`config.mk`:
```
export PLATFORM = sky130hd
export DESIGN_NAME = hash_key_feeder
export DESIGN_NICKNAME = d
export VERILOG_FILES = /design/src/rtl/hash_key_feeder.sv
export SDC_FILE = /design/constraint.sdc
export NUM_CORES = 2
export LEC_CHECK = 0
export CORE_UTILIZATION = 51
export CTS_BUF_LIST = sky130_fd_sc_hd__clkbuf_8
export DETAILED_ROUTE_END_ITERATION = 16
export DONT_BUFFER_PORTS = 1
export HOLD_SLACK_MARGIN = 0.06
export PLACE_DENSITY = 0.66
export SLEW_MARGIN = 30
export SYNTH_ARGS = -nofsm -noshare
export SYNTH_HDL_FRONTEND = slang
export SYNTH_SLANG_ARGS = --single-unit
```
`constraint.sdc`:
```
create_clock -name CLK -period 4.9 [get_ports CLK]
set_input_delay 0.49 -clock CLK [delete_from_list [all_inputs] [get_ports CLK]]
set_output_delay 0.49 -clock CLK [all_outputs]
set_load 0.02 [all_outputs]
```
`src/rtl/hash_key_feeder.sv`:
```
// -----------------------------------------------------------------------------
// hash_key_feeder
//
// Transmitter front-end for the pipelined Jenkins hash. The host writes one key
// (up to MAXLEN bytes) into a local buffer; the key is then streamed one byte
// per cycle on char/charcnt, where charcnt is the count of bytes remaining
// including the current one (0 when nothing is being streamed). A fixed number
// of cycles after the stream ends, the hash result is captured into key_out and
// announced with a one-cycle key_valid strobe.
//
// Ports:
//   CLK           clock, all logic on the rising edge
//   RST           asynchronous active-high reset
//   wr_en         host byte-write strobe
//   wr_data[7:0]  key byte
//   wr_last       final byte of the key (qualified by wr_en)
//   wr_ready      high while a write would be accepted (IDLE/LOAD)
//   char[7:0]     key byte presented to the hash
//   charcnt[7:0]  remaining bytes including the current one, 0 when idle
//   hashkey[31:0] result from the hash block
//   key_out[31:0] captured hash, held until the next capture
//   key_valid     one-cycle pulse when key_out is updated
//   busy          high while streaming or waiting for the hash
//   err_overflow  one-cycle pulse when a key exceeds MAXLEN bytes
// -----------------------------------------------------------------------------
module hash_key_feeder #(
    parameter int MAXLEN       = 250,
    parameter int HASH_LATENCY = 24
) (
    input  logic        CLK,
    input  logic        RST,
    input  logic        wr_en,
    input  logic [7:0]  wr_data,
    input  logic        wr_last,
    output logic        wr_ready,
    output logic [7:0]  char,
    output logic [7:0]  charcnt,
    input  logic [31:0] hashkey,
    output logic [31:0] key_out,
    output logic        key_valid,
    output logic        busy,
    output logic        err_overflow
);

    localparam int LAT_W = $clog2(HASH_LATENCY + 1);

    typedef enum logic [1:0] {
        S_IDLE,
        S_LOAD,
        S_STREAM,
        S_WAIT
    } state_t;

    // Registered state and outputs
    state_t             r_state;
    logic [7:0]         r_len;
    logic [7:0]         r_idx;
    logic [LAT_W-1:0]   r_lat;
    logic [7:0]         r_char;
    logic [7:0]         r_charcnt;
    logic [31:0]        r_key_out;
    logic               r_key_valid;
    logic               r_busy;
    logic               r_wr_ready;
    logic               r_err_overflow;
    logic [7:0]         r_buf [MAXLEN];

    // Next-state values
    state_t             w_state_nxt;
    logic [7:0]         w_len_nxt;
    logic [7:0]         w_idx_nxt;
    logic [LAT_W-1:0]   w_lat_nxt;
    logic [7:0]         w_char_nxt;
    logic [7:0]         w_charcnt_nxt;
    logic [31:0]        w_key_out_nxt;
    logic               w_key_valid_nxt;
    logic               w_err_nxt;
    logic               w_buf_we;
    logic [7:0]         w_buf_waddr;

    always_comb begin
        // NOTE: every signal gets a default before the case so no path leaves
        // one unassigned; a missing default here would infer a latch.
        w_state_nxt     = r_state;
        w_len_nxt       = r_len;
        w_idx_nxt       = r_idx;
        w_lat_nxt       = r_lat;
        w_char_nxt      = r_char;
        w_charcnt_nxt   = r_charcnt;
        w_key_out_nxt   = r_key_out;
        w_key_valid_nxt = 1'b0;
        w_err_nxt       = 1'b0;
        w_buf_we        = 1'b0;
        w_buf_waddr     = r_len;

        case (r_state)
            S_IDLE: begin
                if (wr_en) begin
                    w_buf_we    = 1'b1;
                    w_buf_waddr = 8'd0;
                    w_len_nxt   = 8'd1;
                    if (wr_last) begin
                        // Byte 0 is being written this cycle, so forward it
                        // straight to char instead of reading the buffer.
                        w_state_nxt   = S_STREAM;
                        w_idx_nxt     = 8'd0;
                        w_charcnt_nxt = 8'd1;
                        w_char_nxt    = wr_data;
                    end else begin
                        w_state_nxt = S_LOAD;
                    end
                end
            end

            S_LOAD: begin
                if (wr_en) begin
                    if (r_len == 8'(MAXLEN)) begin
                        // Key too long: drop the byte and the whole key.
                        w_err_nxt   = 1'b1;
                        w_len_nxt   = 8'd0;
                        w_state_nxt = S_IDLE;
                    end else begin
                        w_buf_we  = 1'b1;
                        w_len_nxt = r_len + 8'd1;
                        if (wr_last) begin
                            w_state_nxt   = S_STREAM;
                            w_idx_nxt     = 8'd0;
                            w_charcnt_nxt = r_len + 8'd1;
                            w_char_nxt    = r_buf[0];
                        end
                    end
                end
            end

            S_STREAM: begin
                if (r_charcnt > 8'd1) begin
                    w_idx_nxt     = r_idx + 8'd1;
                    w_char_nxt    = r_buf[r_idx + 8'd1];
                    w_charcnt_nxt = r_charcnt - 8'd1;
                end else begin
                    // First charcnt==0 cycle is latency count 1.
                    w_charcnt_nxt = 8'd0;
                    w_char_nxt    = 8'd0;
                    w_lat_nxt     = LAT_W'(1);
                    w_state_nxt   = S_WAIT;
                end
            end

            S_WAIT: begin
                if (r_lat == LAT_W'(HASH_LATENCY)) begin
                    w_key_out_nxt   = hashkey;
                    w_key_valid_nxt = 1'b1;
                    w_len_nxt       = 8'd0;
                    w_state_nxt     = S_IDLE;
                end else begin
                    w_lat_nxt = r_lat + LAT_W'(1);
                end
            end

            default: w_state_nxt = S_IDLE;
        endcase
    end

    // NOTE: sequential state uses non-blocking assignments so every register
    // samples the pre-edge value of every other register.
    always_ff @(posedge CLK or posedge RST) begin
        if (RST) begin
            r_state        <= S_IDLE;
            r_len          <= 8'd0;
            r_idx          <= 8'd0;
            r_lat          <= '0;
            r_char         <= 8'd0;
            r_charcnt      <= 8'd0;
            r_key_out      <= 32'd0;
            r_key_valid    <= 1'b0;
            r_busy         <= 1'b0;
            r_wr_ready     <= 1'b1;
            r_err_overflow <= 1'b0;
        end else begin
            r_state        <= w_state_nxt;
            r_len          <= w_len_nxt;
            r_idx          <= w_idx_nxt;
            r_lat          <= w_lat_nxt;
            r_char         <= w_char_nxt;
            r_charcnt      <= w_charcnt_nxt;
            r_key_out      <= w_key_out_nxt;
            r_key_valid    <= w_key_valid_nxt;
            r_busy         <= (w_state_nxt == S_STREAM) || (w_state_nxt == S_WAIT);
            r_wr_ready     <= (w_state_nxt == S_IDLE) || (w_state_nxt == S_LOAD);
            r_err_overflow <= w_err_nxt;
        end
    end

    // NOTE: the key buffer has no reset; its contents are only read after
    // being written for the current key, so clearing it would buy nothing.
    always_ff @(posedge CLK) begin
        if (w_buf_we) begin
            r_buf[w_buf_waddr] <= wr_data;
        end
    end

    assign wr_ready     = r_wr_ready;
    assign char         = r_char;
    assign charcnt      = r_charcnt;
    assign key_out      = r_key_out;
    assign key_valid    = r_key_valid;
    assign busy         = r_busy;
    assign err_overflow = r_err_overflow;

endmodule

```
Word level (Yosys, flattened, before mapping):

Memories as Yosys holds them, arrays and structs flattened.
Cells that the tools add are included.

* add/sub/neg operators: 4
* $lt $le $gt $ge: 1
* eq/ne operators: 17
* mux-type cells: 49
* reductions and logical operators: 12

Operator list (count)
* $mux 8: 23
* $pmux 8 s3: 4
* $ne 2x2->1 const B: 9
* $add 8x1->8 const B: 2
* $mux 2: 7
* $mux 1: 10
* $mux 5: 2
* $pmux 5 s2: 1
* $eq 2x2->1 const B: 4
* $eq 8x8->1 const B: 1
* $gt 8x1->1 const B: 1
* $pmux 2 s4: 1
* $sub 8x1->8 const B: 1
* $reduce_and 6->1: 1
* $reduce_bool 3->1: 2
* $add 5x1->5 const B: 1
* $eq 5x5->1 const B: 1
* $reduce_and 5->1: 1
* $eq 2x1->1 const B: 2
* $logic_not 2->1: 2
* $reduce_and 4->1: 1
* $reduce_and 3->1: 1
* $logic_or 1x1->1: 2
* $pmux 1 s2: 1
* 2 further kinds: 2

* register bits after elaboration: 75
* RAM bits: 2000
* input port bits: 44
* output and inout port bits: 52
* word-level logic and storage cells: 95
* memories: 1

Memories
* r_buf: depth 250, width 8, read ports 2, clocked after Yosys merged registers in 0, wr ports 1, line 66 `logic [7:0] r_buf [MAXLEN];`

Logic depth before layout (Yosys ltp):

* depth in word-level cells: 6
* gate-level depth with buffers: 13
* depth with buffers taken out: 10

Worst setup path before layout:

No wires, ideal clock.

* path kind: register to register
* start: register r_idx[1]
* end: register r_char[1], in the netlist char[1]
* setup time: 145 ps
* arrival time: 2632 ps
* required time: 4755 ps
* path slack: 2122 ps
* stages on the path, launching flop included: 10
* path buffers: 3
* period minus slack after synthesis: 2778 ps
* cell sequence: dfrtp_1 > ha_1 > buf_4 > buf_4 > clkbuf_1 > mux4_2 > mux4_2 > and3_1 > o311ai_1 > a41oi_1

* cells in the longest elaborated chain, start to end: 4

Ends and longest elaborated chain
* start: declaration: line 57 `logic [7:0] r_idx;`
* start signal: assignment: line 182 `r_idx <= w_idx_nxt;`
* $add 8x1->8: line 138 `w_char_nxt = r_buf[r_idx + 8'd1];`
* $mem_v2 250x8
* $mux 8: line 136 `if (r_charcnt > 8'd1) begin`
* $pmux 8 s3: line 96 `case (r_state)`
* end signal: assignment: line 184 `r_char <= w_char_nxt;`
* end: declaration: line 59 `logic [7:0] r_char;`

No other way between the ends.
A chain may end at the register's enable or synchronous reset.

Worst setup path in the final report:

* start: register r_idx[0]
* end: register r_char[3], in the netlist char[3]

The elaborated chain is that of the path after synthesis.

==> impl_metrics.ini <==
[final_layout]
drive_above_1_share = 0.242
final_common_cell = edfxtp_1
final_cell_mix = edfxtp_1 (2,000), mux4_2 (514), nand2_1 (378)
fin_cells = 6681
areaGrowthSynthToFinish_pct = 11.9
final_core_util = 0.576
finalNetCount = 4422

[global_routing]
grt_start_max_net_pins = 253
antenna_found_initial = 9
grt_first_pass_wirelength_um = 298000
gr-total-overflow = 0
grt_pass1_vias = 42200
grt_use_total = 0.257

[drt]
wl_per_cell_um = 30.8
viasPerCell = 6.24
first_pass_iters = 7
drc = 0
finalWirelength_um = 206000
vias = 41700
drt_iter0_markers = 5307
ant_nets = 0

[critical_path]
cp_slowest_cell = dfrtp_4
r2r-start = r_idx[0]$_DFFE_PP0P_
rrSetupSlack_ns = 0.72
path_buf_inv = 1
end_kind = flip-flop
worstReg2RegEnd = char[3]$_DFFE_PP0P_
critPathTopFamily = compound AO/OA/AOI/OAI gates
crit_arrival_ns = 5.11
crit_type = flip-flop to flip-flop
startpoint_type = flip-flop
ff2ff_path_depth = 9
max_stage_delay_ns = 0.65
crit_required_ns = 5.84
crit_fanout = 30
crit_chain = ha_4 > nand3_1 > xor2_4 > buf_4 > nand2_1 > a32o_1 > a221oi_1 > o221ai_1 > a41oi_1

[yosys]
synthesis.area_um2 = 81600
synth_top_family_by_area = multiplexers
synth_compound_area_frac = 0.0231
syn_area_per_cell_um2 = 20.0
synth_top_area_share = 0.736
async_reset_ff_frac = 0.0361
ys_seq_area_frac = 0.759
synth_area_leaders = edfxtp_1 (74%), mux4_2 (14%), dfrtp_1 (2.3%)
synth_adder_area_share = 0.00169
synth_top_flop_cell = edfxtp_1
yosysUniqueCellTypes = 73
synthMuxAreaShare = 0.153
yosysWarnings = 0
synth_largest_area_cell = edfxtp_1
synth_edf_count = 2000
ys_ff_latch = 2075
synthesis.nets = 4134
syn_inst = 4079
synth_xor_area_frac = 0.00210
synthSimpleGateAreaFrac = 0.0439

[clocking]
cts-root-buf = clkbuf_8
cts-resized-gates = 0
clk_pin_slew_worst_paths_ns = 0.07
cts_buffers = 340
cts_num_sinks = 2075
cts_setup_buffers = 0
worstSkewPairLatency_ns = 1.02
holdBufCountCts = 55
cts_max_level = 5
cts_buffer_depth = 4
cts_tree = done

[hold_path]
min_to = key_out[4]$_DFFE_PP0P_
min_from = hashkey[4]
hold-path-cell-count = 3
hold_path.class = primary input to flip-flop

[placement]
port_buffers = 0
hpwl_um = 117000
place_inst = 6025
finalWeightedCongestion = 0.897

[sta]
skew_ns = 0.0769
tns_ns = 0
finalHoldViolations = 0
fin_crit_sh = 0.852
slew_viol_final = 0
grt_setup_unrepaired = no
tightest_slew_ns = 1.03
post-route-min-period_ns = 4.18
setup_violations = 0
fmax_mhz = 239
max-slew-margin-rel = 0.304
hold_slack_ns = 0.156

[power_and_ir_drop]
cellPowerDensity_nw_per_um2 = 466
p_total_w = 0.0425
power.leakage_nw = 28.5
ir_worst_vdd_mv = 0.444

[floorplanning]
coreArea_um2 = 159000
dieArea_um2 = 162000
ios = 96
start_util = 0.515
die_w_um = 402
row_count = 146
die_h_um = 402

[status]
outcome = finished clean

[run]
cap_violations = 0
[logic make-up (layout without fill, tap and decap cells)]
family / after synthesis / count (layout)
XOR/XNOR: 17 / 17
multiplexers: 608 / 608
other: 0 / 2
buffers and inverters: 254 / 782
adder cells (fa/ha/maj): 11 / 11
AND/OR/NAND/NOR: 863 / 863
AO/OA/AOI/OAI: 251 / 251
flip-flops: 2075 / 2075
[worst max-delay path by stage]
| stage | from | end | depth (start not counted) |
|---|---|---|---|
| 4_1_cts | r_idx[0]$_DFFE_PP0P_ | char[6]$_DFFE_PP0P_ | 9 |
| 5_1_grt | r_idx[0]$_DFFE_PP0P_ | char[6]$_DFFE_PP0P_ | 9 |
| 3_3_place_gp | r_idx[0]$_DFFE_PP0P_ | char[6]$_DFFE_PP0P_ | 9 |
| 3_5_place_dp | r_idx[0]$_DFFE_PP0P_ | char[6]$_DFFE_PP0P_ | 9 |
| 2_1_floorplan | r_idx[1]$_DFFE_PP0P_ | char[1]$_DFFE_PP0P_ | 9 |
| 6_report | r_idx[0]$_DFFE_PP0P_ | char[3]$_DFFE_PP0P_ | 9 |
[state kept, by name, summed over array words and instances (netlist names)]
name and count:
charcnt 8, char 8, busy 1, key_out 32, key_valid 1, r_len 8, r_lat 5, r_idx 8
wr_ready 1, r_state 2, r_buf 2000, err_overflow 1
[worst reg2reg max path: cells and delay by family (launching register included)]
family | cells | cell delay, ns
simple gates | 2 | 0.50
fa+ha+maj | 1 | 0.33
flops | 1 | 0.65
xor+xnor | 1 | 0.60
compound gates | 4 | 1.49
buf+inv | 1 | 0.52
[per-stage QoR]
stage,setup slack [ns],instance area [um2]
floorplan,2.12,81600
global placement,0.791,84200
detailed placement,0.776,84200
CTS,0.737,91000
global route,0.643,91400
finish,0.724,91400
[per-layer routing]
metal | global-route usage | vias to the layer above | wire [um]
met4 | 0.105 | 8 | 8070
met3 | 0.0564 | 404 | 18300
met5 | 0 | - | 60
li1 | - | 17300 | -
met1 | 0.358 | 22000 | 81600
met2 | 0.396 | 2094 | 98000
[cell type report]
cell class | count | area [um2]
fill | 11600 | 67200
sequential | 2075 | 61900
multi-input combinational | 1750 | 18600
clock buffer | 356 | 4900
tap | 2072 | 2590
timing repair buffer | 184 | 2130
clock inverter | 226 | 1190
inverter | 16 | 61.3
antenna | 2 | 5.00
[power by group]
| group | leakage (nW) | internal, W | total (W) | switching, W |
|---|---|---|---|---|
| combinational | 6.12 | 0.00390 | 0.00865 | 0.00476 |
| sequential | 18.9 | 0.0196 | 0.0200 | 0.000379 |
| clock | 3.49 | 0.00726 | 0.0139 | 0.00665 |
| total | 28.5 | 0.0308 | 0.0425 | 0.0118 |
[cells in the mapped netlist, drive strengths merged (3+ instances only)]
cell type	n
o31ai	8
inv	15
nor4	5
a311oi	4
and2	16
a221oi	9
nor3	7
and3	9
mux4	514
a22oi	21
a32oi	12
a22o	8
o311ai	12
mux2	9
a31oi	14
o221a	6
nand2	379
nor3b	3
o221ai	19
nor2b	8
nor2	303
clkbuf	106
xnor2	8
ha	11
o21a	7
a32o	14
xor2	9
dfrtp	74
nand4	12
a211oi	3
mux2i	85
o21ai	46
a31o	7
buf	132
nand3	100
nand2b	11
a41oi	12
o22ai	5
and4	3
a21oi	19
o211ai	10
a2111oi	3
edfxtp	2000
(Power assumes the default switching activity.)
